===== src/rtl/cpu_ctrl_pkg.sv =====
// Shared encodings for the multicycle CPU control path: FSM states, opcodes
// and the datapath select codes used by Control_Unit and ALU control.
package cpu_ctrl_pkg;

    typedef enum logic [3:0] {
        S_IDLE, S_FETCH, S_DECODE, S_MEM_ADDR, S_MEM_RD, S_MEM_WB, S_MEM_WR,
        S_R_EX, S_R_WB, S_ADDI_EX, S_ADDI_WB, S_BRANCH, S_JUMP, S_HALT
    } state_t;

    localparam logic [5:0] OP_RTYPE = 6'b000000;
    localparam logic [5:0] OP_LW    = 6'b100011;
    localparam logic [5:0] OP_SW    = 6'b101011;
    localparam logic [5:0] OP_ADDI  = 6'b001000;
    localparam logic [5:0] OP_BEQ   = 6'b000100;
    localparam logic [5:0] OP_J     = 6'b000010;

    localparam logic [1:0] ALUOP_ADD   = 2'b00;
    localparam logic [1:0] ALUOP_SUB   = 2'b01;
    localparam logic [1:0] ALUOP_FUNCT = 2'b10;

    localparam logic [1:0] SRCB_REGB  = 2'b00;
    localparam logic [1:0] SRCB_FOUR  = 2'b01;
    localparam logic [1:0] SRCB_IMM   = 2'b10;
    localparam logic [1:0] SRCB_IMMSH = 2'b11;

    localparam logic [1:0] PCSRC_ALU    = 2'b00;
    localparam logic [1:0] PCSRC_ALUOUT = 2'b01;
    localparam logic [1:0] PCSRC_JUMP   = 2'b10;

    // States whose exit into FETCH retires an instruction.
    function automatic logic is_retire_state(input state_t s);
        return (s == S_MEM_WB) || (s == S_MEM_WR) || (s == S_R_WB) ||
               (s == S_ADDI_WB) || (s == S_BRANCH) || (s == S_JUMP);
    endfunction

endpackage


===== src/rtl/multicycle_control.sv =====
// Multicycle CPU control FSM: sequences fetch/decode/execute, counts retired
// instructions and flags undefined opcodes.
module multicycle_control
    import cpu_ctrl_pkg::*;
#(
    parameter int         COUNT_W = 32,
    parameter logic [5:0] HALT_OP = 6'b111111
) (
    input  logic               clock,
    input  logic               reset,
    input  logic               start,
    input  logic [5:0]         opcode,
    input  logic               mem_ready,
    output logic               mem_req,
    output logic               IorD,
    output logic               MemRead,
    output logic               MemWrite,
    output logic               IRWrite,
    output logic               RegWrite,
    output logic               RegDest,
    output logic               MemToReg,
    output logic               ALUSrcA,
    output logic [1:0]         ALUSrcB,
    output logic [1:0]         ALUOp,
    output logic               PCWrite,
    output logic               PCWriteCond,
    output logic [1:0]         PCSource,
    output logic               busy,
    output logic               illegal,
    output logic [COUNT_W-1:0] instr_count
);

    state_t               state_q, state_d;
    logic                 illegal_q, illegal_d;
    logic [COUNT_W-1:0]   cnt_q, cnt_d;

    always_ff @(posedge clock or negedge reset) begin
        if (!reset) begin
            state_q   <= S_IDLE;
            illegal_q <= 1'b0;
            cnt_q     <= '0;
        end else begin
            state_q   <= state_d;
            illegal_q <= illegal_d;
            cnt_q     <= cnt_d;
        end
    end

    always_comb begin
        state_d   = state_q;
        illegal_d = illegal_q;
        case (state_q)
            S_IDLE:     if (start) state_d = S_FETCH;
            S_FETCH:    if (mem_ready) state_d = S_DECODE;
            S_DECODE: begin
                // A parameterised halt opcode takes precedence over the fixed decode.
                if (opcode == HALT_OP) state_d = S_HALT;
                else begin
                    case (opcode)
                        OP_RTYPE:     state_d = S_R_EX;
                        OP_LW, OP_SW: state_d = S_MEM_ADDR;
                        OP_ADDI:      state_d = S_ADDI_EX;
                        OP_BEQ:       state_d = S_BRANCH;
                        OP_J:         state_d = S_JUMP;
                        default: begin
                            state_d   = S_HALT;
                            illegal_d = 1'b1;
                        end
                    endcase
                end
            end
            S_MEM_ADDR: state_d = (opcode == OP_SW) ? S_MEM_WR : S_MEM_RD;
            S_MEM_RD:   if (mem_ready) state_d = S_MEM_WB;
            S_MEM_WR:   if (mem_ready) state_d = S_FETCH;
            S_R_EX:     state_d = S_R_WB;
            S_ADDI_EX:  state_d = S_ADDI_WB;
            S_MEM_WB, S_R_WB, S_ADDI_WB, S_BRANCH, S_JUMP:
                        state_d = S_FETCH;
            S_HALT: begin
                if (start) begin
                    state_d   = S_FETCH;
                    illegal_d = 1'b0;
                end
            end
            default:    state_d = S_IDLE;
        endcase
    end

    always_comb begin
        cnt_d = cnt_q;
        if (state_d == S_FETCH && is_retire_state(state_q))
            cnt_d = cnt_q + COUNT_W'(1);
    end

    // Output decode. The three write strobes tied to a memory completion are
    // qualified by mem_ready so they fire only in the completing cycle.
    always_comb begin
        mem_req     = 1'b0;
        IorD        = 1'b0;
        MemRead     = 1'b0;
        MemWrite    = 1'b0;
        IRWrite     = 1'b0;
        RegWrite    = 1'b0;
        RegDest     = 1'b0;
        MemToReg    = 1'b0;
        ALUSrcA     = 1'b0;
        ALUSrcB     = SRCB_REGB;
        ALUOp       = ALUOP_ADD;
        PCWrite     = 1'b0;
        PCWriteCond = 1'b0;
        PCSource    = PCSRC_ALU;
        case (state_q)
            S_FETCH: begin
                mem_req = 1'b1;
                MemRead = 1'b1;
                ALUSrcB = SRCB_FOUR;
                IRWrite = mem_ready;
                PCWrite = mem_ready;
            end
            S_DECODE:   ALUSrcB = SRCB_IMMSH;
            S_MEM_ADDR: begin
                ALUSrcA = 1'b1;
                ALUSrcB = SRCB_IMM;
            end
            S_MEM_RD: begin
                mem_req = 1'b1;
                MemRead = 1'b1;
                IorD    = 1'b1;
            end
            S_MEM_WB: begin
                RegWrite = 1'b1;
                MemToReg = 1'b1;
            end
            S_MEM_WR: begin
                mem_req  = 1'b1;
                IorD     = 1'b1;
                MemWrite = mem_ready;
            end
            S_R_EX: begin
                ALUSrcA = 1'b1;
                ALUOp   = ALUOP_FUNCT;
            end
            S_R_WB: begin
                RegWrite = 1'b1;
                RegDest  = 1'b1;
            end
            S_ADDI_EX: begin
                ALUSrcA = 1'b1;
                ALUSrcB = SRCB_IMM;
            end
            S_ADDI_WB:  RegWrite = 1'b1;
            S_BRANCH: begin
                ALUSrcA     = 1'b1;
                ALUOp       = ALUOP_SUB;
                PCWriteCond = 1'b1;
                PCSource    = PCSRC_ALUOUT;
            end
            S_JUMP: begin
                PCWrite  = 1'b1;
                PCSource = PCSRC_JUMP;
            end
            default: ;
        endcase
    end

    assign busy        = (state_q != S_IDLE) && (state_q != S_HALT);
    assign illegal     = illegal_q;
    assign instr_count = cnt_q;

endmodule

===== config.mk =====
export PLATFORM = sky130hd
export DESIGN_NAME = multicycle_control
export DESIGN_NICKNAME = d
export VERILOG_FILES = /design/src/rtl/cpu_ctrl_pkg.sv /design/src/rtl/multicycle_control.sv
export SDC_FILE = /design/constraint.sdc
export NUM_CORES = 1
export LEC_CHECK = 0
export CORE_ASPECT_RATIO = 1.1
export CORE_UTILIZATION = 52
export DETAILED_ROUTE_END_ITERATION = 8
export PLACE_DENSITY = 0.95
export SYNTH_ARGS = -nofsm -noshare
export SYNTH_HDL_FRONTEND = slang
export SYNTH_SLANG_ARGS = --single-unit

===== constraint.sdc =====
create_clock -name clock -period 3.73 [get_ports clock]
set_clock_uncertainty 0.05 [all_clocks]
set_input_delay 0.746 -clock clock [delete_from_list [all_inputs] [get_ports clock]]
set_output_delay 0.746 -clock clock [all_outputs]
set_load 0.02 [all_outputs]

==> impl_metrics.json <==
{
  "numCtsBuffers": 5,
  "status": "finished, final reports clean",
  "path_clk_slew_ns": 0.08,
  "drt_first_pass_iters": 4,
  "crit_chain": "clkdlybuf4s50_1 -> inv_1 -> nor4_1 -> or2_2 -> clkdlybuf4s50_1",
  "place_congestion": 0.8684,
  "crit_fanout": 5,
  "synthTopCellsByCount": "dfrtp_1, xor2_1, nor3_1",
  "syn_area_sq_um": 2227,
  "post-cts-setup-buffer-count": 0,
  "grt_pass1_wl_um": 8438,
  "fmax_ghz": 0.3086,
  "seq_area_frac_synth": 0.4157,
  "async_flop_share": 1.000,
  "drv_slew": 0,
  "routed-via-count": 1961,
  "whs_ns": 0.4234,
  "drt_wl_total_um": 4964,
  "crit_start": "mem_ready",
  "cts_hold_buf": 0,
  "io_pins": 61,
  "track_usage": 0.2348,
  "cp.buffers_inverters": 3,
  "max_stage_delay_ns": 0.59,
  "timing.hold.worst.start": "instr_count[31]$_DFFE_PN0P_",
  "nets": 307,
  "regToRegStartpoint": "state_q[2]$_DFF_PN0_",
  "h-tree-depth": 2,
  "slew-limit-headroom": 0.5515,
  "clock-root-buffer": "clkbuf_8",
  "cap_viol_max_count": 0,
  "dieArea_sq_um": 4549,
  "dp_hpwl_um": 3596,
  "ys_seq_elements": 37,
  "synth_top_area_share": 0.4157,
  "postRouteAntennaNets": 0,
  "vias_per_cell": 5.619,
  "yosys_most_used_dff": "dfrtp_1",
  "num_rows": 24,
  "hold_viol_final": 0,
  "num_antenna_cells": 0,
  "grt_max_degree": 38,
  "start_kind": "input port",
  "drc_errors": 0,
  "cts_resized": 0,
  "required_ns": 2.93,
  "ys.warnings.count": 0,
  "cpMaxStageDelayCell": "clkdlybuf4s50_1",
  "p_total_uw": 1893,
  "grt-ovfl-total": 0,
  "tns_ns": 0,
  "antenna_found_initial": 0,
  "post_route_cells_drive_above_1_share": 0.08754,
  "ys_top_cells_by_area": "dfrtp_1, xor2_1, nor3_1",
  "syn_nets": 252,
  "clock-sinks": 37,
  "die_h_um": 70.64,
  "clock_path_buffers": 2,
  "area_growth_pct": 31.40,
  "hold_class": "reg2reg",
  "synth_area_per_cell_sq_um": 9.241,
  "period_share": 0.8688,
  "cp.arrival_ns": 2.44,
  "critical-path-top-delay-family": "buffers and inverters",
  "port_buffers": 60,
  "cts_tree": "done",
  "p_leak_uw": 0.001157,
  "synth-edff-count": 0,
  "placed_cell_area_sq_um": 2830,
  "grt_setup_unrepaired": "false",
  "syn_inst": 241,
  "power_density_nw_per_um2": 646.8,
  "cp_common_cell": "clkdlybuf4s50_1",
  "finish.instance_area_sq_um": 2927,
  "ys_types": 45,
  "yosysMostFrequentCell": "dfrtp_1",
  "ir_drop_mv": 0.4748,
  "insertion_delay_ns": 0.29,
  "wl_per_cell_um": 14.22,
  "rrSetupSlack_ns": 0.93,
  "grt_pass1_vias": 1873,
  "worst_pin_slew_ns": 0.6727,
  "crit_path_end_kind": "primary output",
  "fp.coreArea_sq_um": 4024,
  "n_fill_cell": 324,
  "first_iter_violations": 85,
  "die_w_um": 64.40,
  "netlist.top_cell.by_area": "dfrtp_1",
  "start_util": 0.5535,
  "critical_path_class": "in2out",
  "period_needed_ns": 3.241,
  "setup_viol": 0
}
==> routing by layer <==
metal | GRT usage | up-vias | wire length (um)
met1 | 0.2879 | 948 | 2159
met3 | 0.05161 | 5 | 198
met5 | 0 | - | 0
met2 | 0.4105 | 50 | 2555
met4 | 0.06914 | 0 | 51
li1 | - | 958 | -
==> stage by stage <==
stage	setup slack (ns)	util	std cells
CTS	0.5055	0.7273	349
global route	0.4145	0.7273	349
floorplan	1.128	-	241
finish	0.4892	0.7273	349
global placement	0.5571	0.7034	341
detailed placement	0.5134	0.7034	341
==> logic make-up (layout without fill, tap and decap cells) <==
kind of cell | Yosys count | count (layout) | share of synthesized area
buffers and inverters | 23 | 79 | 0.04999
and+or+nand+nor | 116 | 116 | 0.3006
xor gates and xnor gates | 33 | 33 | 0.1298
adders and majority gates | 2 | 2 | 0.01011
AOI/OAI and AO/OA | 29 | 29 | 0.08876
DFF | 37 | 37 | 0.4157
muxes | 1 | 1 | 0.005056
==> final timing paths <==
path / end / cells past startpoint
worst max register to register: instr_count[23]$_DFFE_PN0P_ / 5
worst min register to register: instr_count[31]$_DFFE_PN0P_ / 1
min in group asynchronous: instr_count[23]$_DFFE_PN0P_ / 2
worst max-delay path: PCWrite / 5
worst min-delay path: instr_count[31]$_DFFE_PN0P_ / 1
max in group asynchronous: instr_count[16]$_DFFE_PN0P_ / 2
==> cell type report <==
class,count,area (sq um),area share
repair buffers,62,615.6,0.2103
clock buffers,6,82.58,0.02822
clock inverters,2,13.76,0.004703
flip-flops and latches,37,925.9,0.3164
inverters,9,33.78,0.01154
multi-input cells,181,1190,0.4066
well taps,52,65.06,0.02223
==> where the power goes <==
group / leakage (uW) / switching [uW] / internal [uW]
sequential: 0.000436 / 177 / 487
clock: 0.0000512 / 147 / 150
combinational: 0.000670 / 513 / 420
total: 0.00116 / 836 / 1060
==> worst reg2reg max path, delay by kind of cell, from the launching register on <==
kind             cells  cell delay [ns]
XOR/XNOR             1             0.18
flip-flops           1             0.78
AND/OR/NAND/NOR      3             1.42
AO/OA/AOI/OAI        1             0.29
==> cells in the final DEF (no fill, tap or decap), types with 4 or more instances in the layout <==
cell type        synthesis  routed
nand4_1                  4       4
a21oi_1                  6       6
nand2_1                 22      22
nand3_1                 14      14
nor3_1                  24      24
and3_1                   5       5
nand2b_1                 5       5
o21ai_0                 11      11
clkbuf_8                 0       6
inv_1                    9       9
nor3_2                   5       5
xnor2_1                  5       5
nor2_1                  13      13
nor4_1                   9       9
xor2_1                  28      28
clkdlybuf4s50_1          0      60
dfrtp_1                 37      37
==> registers in the layout, summed over array words and instances, names as in the netlist <==
| signal | count |
|---|---|
| instr_count | 32 |
| state_q | 4 |
| illegal | 1 |
Note: power is estimated with default switching activity, not from simulation.
